## config.mk

```make
export PLATFORM = sky130hd
export DESIGN_NAME = enc32_5_scan
export DESIGN_NICKNAME = d
export VERILOG_FILES = /design/src/rtl/enc32_5_scan.sv
export SDC_FILE = /design/constraint.sdc
export NUM_CORES = 1
export LEC_CHECK = 0
export CAP_MARGIN = 10
export CORE_ASPECT_RATIO = 0.8
export CORE_UTILIZATION = 48
export DETAILED_ROUTE_END_ITERATION = 8
export GPL_TIMING_DRIVEN = 0
export PLACE_DENSITY_LB_ADDON = 0.08
export SYNTH_ARGS = -nofsm -noshare
export SYNTH_HDL_FRONTEND = slang
export SYNTH_SLANG_ARGS = --single-unit
```

## constraint.sdc

```tcl
create_clock -name clk -period 2.7 [get_ports clk]
set_input_delay 0.27 -clock clk [delete_from_list [all_inputs] [get_ports clk]]
set_output_delay 0.27 -clock clk [all_outputs]
set_load 0.05 [all_outputs]
```

## src/rtl/enc32_5_scan.sv

```systemverilog
// Scanning 32-to-5 priority encoder: drains a loaded line vector one index per accepted cycle.
// Optional feature: define ENC_SCAN_COUNT_EN to add the 6-bit popcount output `count`.
module enc32_5_scan (
   input  logic        clk,
   input  logic        rst,
   input  logic        en,
   input  logic [31:0] in,
   input  logic        ready,
   output logic [4:0]  out,
   output logic        valid,
   output logic        last,
   output logic        busy,
`ifdef ENC_SCAN_COUNT_EN
   output logic [5:0]  count,
`endif
   output logic        done
);

   typedef enum logic [1:0] {
      IDLE = 2'd0,
      SCAN = 2'd1,
      DONE = 2'd2
   } state_t;

   state_t      state_q, state_d;
   logic [31:0] pending_q, pending_d;
   logic [4:0]  low_idx;
   logic        low_found;
   logic        single;
   logic        load_ok;

   assign load_ok = (state_q == IDLE) && en;

   // Lowest set bit wins: the first hit while walking upward is kept.
   always_comb begin
      low_idx   = '0;
      low_found = 1'b0;
      for (int unsigned i = 0; i < 32; i++) begin
         if (!low_found && pending_q[i]) begin
            low_idx   = 5'(i);
            low_found = 1'b1;
         end
      end
   end

   assign single = (pending_q != '0) && ((pending_q & (pending_q - 32'd1)) == '0);

   always_ff @(posedge clk) begin
      if (rst) begin
         state_q   <= IDLE;
         pending_q <= '0;
      end else begin
         state_q   <= state_d;
         pending_q <= pending_d;
      end
   end

   always_comb begin
      state_d   = state_q;
      pending_d = pending_q;
      case (state_q)
         IDLE: begin
            if (en) begin
               pending_d = in;
               state_d   = (in != '0) ? SCAN : DONE;
            end
         end
         SCAN: begin
            if (ready) begin
               pending_d = pending_q & ~(32'd1 << low_idx);
               if (single) state_d = DONE;
            end
         end
         DONE:    state_d = IDLE;
         default: state_d = IDLE;
      endcase
   end

   always_comb begin
      valid = 1'b0;
      out   = '0;
      last  = 1'b0;
      busy  = 1'b0;
      done  = 1'b0;
      case (state_q)
         SCAN: begin
            valid = 1'b1;
            out   = low_idx;
            last  = single;
            busy  = 1'b1;
         end
         DONE: begin
            busy = 1'b1;
            done = 1'b1;
         end
         default: ;
      endcase
   end

`ifdef ENC_SCAN_COUNT_EN
   logic [5:0] count_q;

   function automatic logic [5:0] popcnt(input logic [31:0] v);
      logic [5:0] c;
      c = '0;
      for (int unsigned i = 0; i < 32; i++) c = c + 6'(v[i]);
      return c;
   endfunction

   always_ff @(posedge clk) begin
      if (rst)          count_q <= '0;
      else if (load_ok) count_q <= popcnt(in);
   end

   assign count = count_q;
`else
   logic unused_load_ok;
   assign unused_load_ok = load_ok;
`endif

endmodule

```

==> results of run 1 <==
cells in the final DEF (no fill, tap or decap), types with 4 or more instances in the layout:
cell type / synthesis / routed
clkbuf_1: 17 / 11
dfxtp_2: 0 / 4
a22oi_1: 13 / 13
or4_4: 1 / 4
a2bb2oi_1: 4 / 4
o21ai_0: 22 / 21
nand4_1: 4 / 4
nand2_1: 29 / 27
nor3_1: 7 / 6
o31a_1: 4 / 4
nor4_4: 3 / 5
buf_4: 1 / 34
mux2i_1: 4 / 4
o211ai_1: 8 / 8
nor4_1: 10 / 9
a21oi_1: 30 / 29
inv_1: 11 / 11
clkdlybuf4s50_1: 0 / 37
a31oi_1: 5 / 4
nand3_1: 9 / 7
dfxtp_1: 34 / 25
dfxtp_4: 0 / 5
or4_1: 8 / 5
nor2_1: 49 / 46
a21o_1: 9 / 9
clkbuf_8: 0 / 6
metal layers:
layer	routed length [um]	up-vias	track usage (%)	part of all wire, %
met1	4370	1508	48.8	43
met4	278	0	12.7	2.8
met2	4200	211	53.8	42
met3	1260	32	8.56	12
met5	0	-	0	0
li1	-	1479	-	-
where the power goes:
group	leakage (nW)	total, mW	switching, mW	internal [mW]
clock	0.0482	0.409	0.203	0.206
combinational	1.03	4.35	2.49	1.86
sequential	0.284	1.04	0.346	0.691
total	1.36	5.79	3.04	2.75
cells by family after synthesis:
family	count (synthesis)
mux	5
simple gates	145
compound gates	123
buf+inv	36
flops	34
fa+ha+maj	3
final cells by class:
class	instances	area [um2]	share of cell area [%]
flip-flops and latches	34	704	19.4
repair buffers	76	681	18.8
inverters	12	45.0	1.24
well taps	62	77.6	2.14
clock buffers	7	86.3	2.38
clock inverters	1	5.00	0.138
plain buffers	17	80.1	2.21
multi-input cells	276	1940	53.6
worst reg2reg max path: stages (launching register included):
cell,delay (ns)
dfxtp_4,0.37
or4_4,0.62
nor3_4,0.27
buf_4,0.16
and3_1,0.17
a211oi_1,0.07
a32o_2,0.29
buf_6,0.13
buf_4,0.19
a2111oi_4,0.28
nor3_1,0.09
Yosys cell counts (3+ instances only):
| cell type | number |
|---|---|
| nor3_1 | 7 |
| a2bb2oi_1 | 4 |
| clkbuf_1 | 17 |
| nand4_1 | 4 |
| a211oi_1 | 4 |
| a21o_1 | 9 |
| or4_1 | 8 |
| inv_1 | 11 |
| dfxtp_1 | 34 |
| o211ai_1 | 8 |
| nor4_1 | 10 |
| a21oi_1 | 30 |
| o32ai_1 | 4 |
| mux2i_1 | 4 |
| a2111oi_0 | 3 |
| nand2_1 | 29 |
| nor2_1 | 49 |
| o31a_1 | 4 |
| a31oi_1 | 5 |
| or3_1 | 3 |
| nand3_1 | 9 |
| o21ai_0 | 22 |
| ha_1 | 3 |
| buf_2 | 3 |
| a22oi_1 | 13 |
| nor4_4 | 3 |
sequential cells by signal, indices dropped and copies added, names as in the netlist:
| name | flops |
|---|---|
| pending_q | 32 |
| state_q | 2 |
worst min path at each step:
stage / startpoint / endpoint
2_1_floorplan: in[20] / pending_q[20]
3_3_place_gp: state_q[0] / state_q[0]
3_5_place_dp: state_q[0] / state_q[0]
4_1_cts: rst / state_q[1]
5_1_grt: rst / state_q[1]
6_report: rst / state_q[1]
repair_timing:
item,CTS,global route
gates cloned,0,0
setup buffers,28,5
endpoints found under the setup margin,17,24
gates resized for setup,74,19
pin swaps,14,8
==> flow_summary.yaml, run 1 <==
outcome:
  status: "finished with violations"
  violations: "design-rule violations, negative setup slack"
final_layout:
  area_delta_synth_final_pct: 39.8
  layout-drive-gt1-share_pct: 23.6
  final_area_um2: 3620
  num-nets-final: 461
  fin_cells: 485
  antenna_cells: 0
  fillerInstances: 452
  utilization_pct: 71.1
floorplanning:
  core_um2: 5090
  initial_utilization_pct: 50.9
  num_rows: 23
  die_h_um: 67.7
  die_x_um: 84.1
  dieArea_um2: 5700
  io_pins: 45
yosys:
  synthCells: 346
  synth_edf_count: 0
  synth_top_family_by_area: "compound AO/OA/AOI/OAI gates"
  synth-xor-area-share_pct: 0
  yosys.area_share.simple_pct: 31.2
  yosys.area.top_type_share_pct: 26.3
  ys_async_sr_fraction_pct: 0
  synth_flop_cell: "dfxtp_1"
  yosys_register_bits: 34
  ys_types: 60
  synth_area_leaders: "dfxtp_1, nor2_1, a21oi_1, o21ai_0, nand2_1"
  ys_warn_count: 0
  synth_top_area_cell: "dfxtp_1"
  synth_compound_area_share_pct: 33.0
  seq_area_frac_synth_pct: 26.3
  muxShareOfSynthArea_pct: 1.98
  synth_nets: 385
  synth_fa_ha_area_share_pct: 1.45
  syn_avg_cell_area_um2: 7.49
  synthesis.area_um2: 2590
critical_path:
  r2r_start: "pending_q[0]"
  crit_path_end_kind: "output pin"
  cpPeakStageDelay_ns: 0.40
  crit_chain: "nor4_4, buf_4, nand4_4, or3_4, o31a_1, nor4b_4, and4_4, buf_8"
  crit_arrival_ns: 2.74
  path_buf_inv: 2
  cp_top_family: "simple AND/OR/NAND/NOR gates"
  crit_slowest_cell: "or3_4"
  reg2reg_slack_ns: -0.04
  crit_start: "pending_q[8]"
  r2r_cells: 10
  worstPathRequired_ns: 2.43
  path_class: "register to output pin"
  crit_path_start_kind: "register"
  cp_num_cells: 8
  endpoint: "last"
  crit_fanout: 4
  reg2reg_to: "pending_q[25]"
detailed_routing:
  first_iter_violations: 441
  drc_errors: 8
  wl_per_cell_um: 20.8
  vias: 3230
  drtPass1Iterations: 7
  vias_per_cell: 6.66
  ant_nets: 0
  totalWireLength_mm: 10.1
placement:
  pre_cts_ws_ns: -0.957
  dp_cells: 451
  gp_congestion: 0.935
  place_area_um2: 3110
  port_buffers: 43
  dp_hpwl_mm: 6.97
pwr:
  leakagePower_nw: 1.36
  vdd_drop_max_mv: 0.898
  p_per_area_nw_per_um2: 1600
  power_mw: 5.79
grt:
  grt.overflow.total: 0
  antenna_found_initial: 0
  grt_max_degree: 11
  grt_pass1_wl_mm: 15.2
  grt_pass1_vias: 2908
  grt_usage_pct: 35.4
clock_network:
  cts_sinks: 34
  insertion_delay_ns: 0.30
  cts_tree: "built"
  h-tree-depth: 2
  clockBufferDepth: 2
  numCtsBuffers: 5
  hold_buffers: 0
  clkSlewWorstSetupHoldPaths_ns: 0.08
  root_buffer: "clkbuf_8"
timing:
  fin_tns_setup_ns: -0.599
  finalSetupViolations: 5
  min_period_over_period_pct: 111
  fmax_mhz: 332
  rsz0062_at_grt: "yes"
  worst_slew_pin_slew_ns: 0.748
  hold_viol: 0
  clock_skew_ns: 0.0150
  setup_slack_ns: -0.310
  fin_crit_ns: 3.01
  holdWs_ns: 0.382
  slew_violations: 0
  slew_headroom_pct: 50.2
hold_path:
  hold_depth: 2
  hold_class: "primary input to register"
job:
  cap_violations: 0
Note: power is estimated with default switching activity, not from simulation.
==> inputs of run 2 (changes only) <==
--- a/config.mk
+++ b/config.mk
@@ -7,8 +7,10 @@
 export LEC_CHECK = 0
 export CAP_MARGIN = 10
 export CORE_ASPECT_RATIO = 0.8
+export CORE_MARGIN = 10
 export CORE_UTILIZATION = 48
 export DETAILED_ROUTE_END_ITERATION = 8
+export GPL_ROUTABILITY_DRIVEN = 0
 export GPL_TIMING_DRIVEN = 0
 export PLACE_DENSITY_LB_ADDON = 0.08
 export SYNTH_ARGS = -nofsm -noshare
==> flow_summary.yaml, run 2 (same netlist as run 1, synthesis figures left out) <==
outcome:
  status: "finished with violations"
  violations: "negative setup slack"
placement:
  dp_hpwl_mm: 6.88
  port_buffers: 43
  pre_cts_ws_ns: -0.947
floorplanning:
  dieArea_um2: 8760
  die_x_um: 102
  initial_utilization_pct: 50.6
  die_h_um: 85.7
  core_um2: 5120
  io_pins: 45
  num_rows: 23
timing:
  finalSetupViolations: 3
  fin_crit_ns: 2.96
  min_period_over_period_pct: 109
  slew_violations: 0
  slew_headroom_pct: 51.7
  hold_viol: 0
  clock_skew_ns: 0.00401
  fin_tns_setup_ns: -0.411
  worst_slew_pin_slew_ns: 0.725
  fmax_mhz: 338
  setup_slack_ns: -0.256
  rsz0062_at_grt: "yes"
final_layout:
  utilization_pct: 70.7
  num-nets-final: 454
  multi_input_area_um2: 1970
  antenna_cells: 0
  fillerInstances: 407
  layout-drive-gt1-share_pct: 24.0
  reg_top3: "pending_q (32), state_q (2)"
  largest_reg_flops: 32
  register_area_um2: 703
  layout_common_cells: "nor2_1, clkdlybuf4s50_1, a21oi_1, nand2_1"
  area_delta_synth_final_pct: 39.7
  top_register: "pending_q"
  layout.cells.most_common: "nor2_1"
detailed_routing:
  vias_per_cell: 6.81
  wl_per_cell_um: 21.2
  ant_nets: 0
  drtPass1Iterations: 6
  vias: 3257
  totalWireLength_mm: 10.1
  drc_errors: 0
  first_iter_violations: 508
clock_network:
  cts_sinks: 34
  cts_tree: "built"
  h-tree-depth: 2
  clockBufferDepth: 2
  clkSlewWorstSetupHoldPaths_ns: 0.07
  root_buffer: "clkbuf_8"
  hold_buffers: 0
  numCtsBuffers: 5
  insertion_delay_ns: 0.29
critical_path:
  r2r_start: "pending_q[0]"
  crit_start: "pending_q[0]"
  path_class: "register to output pin"
  crit_fanout: 6
  crit_path_start_kind: "register"
  crit_path_end_kind: "output pin"
  crit_arrival_ns: 2.69
  worstPathRequired_ns: 2.43
grt:
  antenna_found_initial: 0
  grt_max_degree: 11
  grt_usage_pct: 21.8
  grt_pass1_wl_mm: 15.4
  grt_pass1_vias: 2956
  grt.overflow.total: 0
pwr:
  leakagePower_nw: 1.33
  p_per_area_nw_per_um2: 1620
  vdd_drop_max_mv: 0.918
job:
  cap_violations: 0
hold_path:
  min_from: "rst"
  hold_class: "primary input to register"
-- run 2: critical path, cell delays in order (launching register included) --
cell and delay, ns:
dfxtp_4 0.36, or4_4 0.62, o32ai_2 0.22, o21ai_1 0.12, nand4b_1 0.27, nor4b_4 0.39
and4_4 0.28, buf_8 0.14
-- run 2: power breakdown --
| part | internal [mW] | switching [mW] | total [mW] |
|---|---|---|---|
| clock network | 0.206 | 0.197 | 0.403 |
| logic | 1.92 | 2.51 | 4.43 |
| registers | 0.690 | 0.357 | 1.05 |
-- run 2: through the flow --
step	instances	power (mW)	area (um2)	hold WS [ns]
after global routing	478	6.16	3620	0.442
after detailed placement	451	4.08	3110	0.498
after floorplan	346	3.26	2600	0.406
after CTS	475	5.28	3520	0.403
final	478	5.88	3620	0.424
after global placement	451	4.06	3110	0.486
-- run 2: final cells by class --
| type | count | share of cell area, % |
|---|---|---|
| Tap cell | 62 | 2.14 |
| Buffer | 16 | 1.83 |
| Clock inverter | 1 | 0.138 |
| Clock buffer | 7 | 2.39 |
| Timing Repair Buffer | 70 | 18.4 |
| Sequential cell | 34 | 19.4 |
| Multi-Input combinational cell | 276 | 54.4 |
| Inverter | 12 | 1.24 |
-- run 2: layer usage --
| layer | part of all wire [%] | up-vias | GRT usage, % | routed length (um) |
|---|---|---|---|---|
| met5 | 0 | - | 0 | 0 |
| met4 | 3.4 | 0 | 5.88 | 343 |
| met3 | 15 | 43 | 6.82 | 1470 |
| met2 | 41 | 277 | 31.2 | 4140 |
| met1 | 41 | 1478 | 30.5 | 4160 |
| li1 | - | 1459 | - | - |
-- run 2: path summary, 6_finish.rpt --
kind / to / slack (ns) / depth (start not counted)
worst max-delay path: last / -0.26 / 7
worst max register to register: pending_q[18] / 0.04 / 9
worst min register to register: state_q[0] / 0.51 / 2
worst min-delay path: pending_q[25] / 0.42 / 2
-- run 2: repair_timing --
item	CTS	global route
buffers inserted	22	8
gates resized for setup	78	21
endpoints found under the setup margin	17	15
pin swaps	15	12
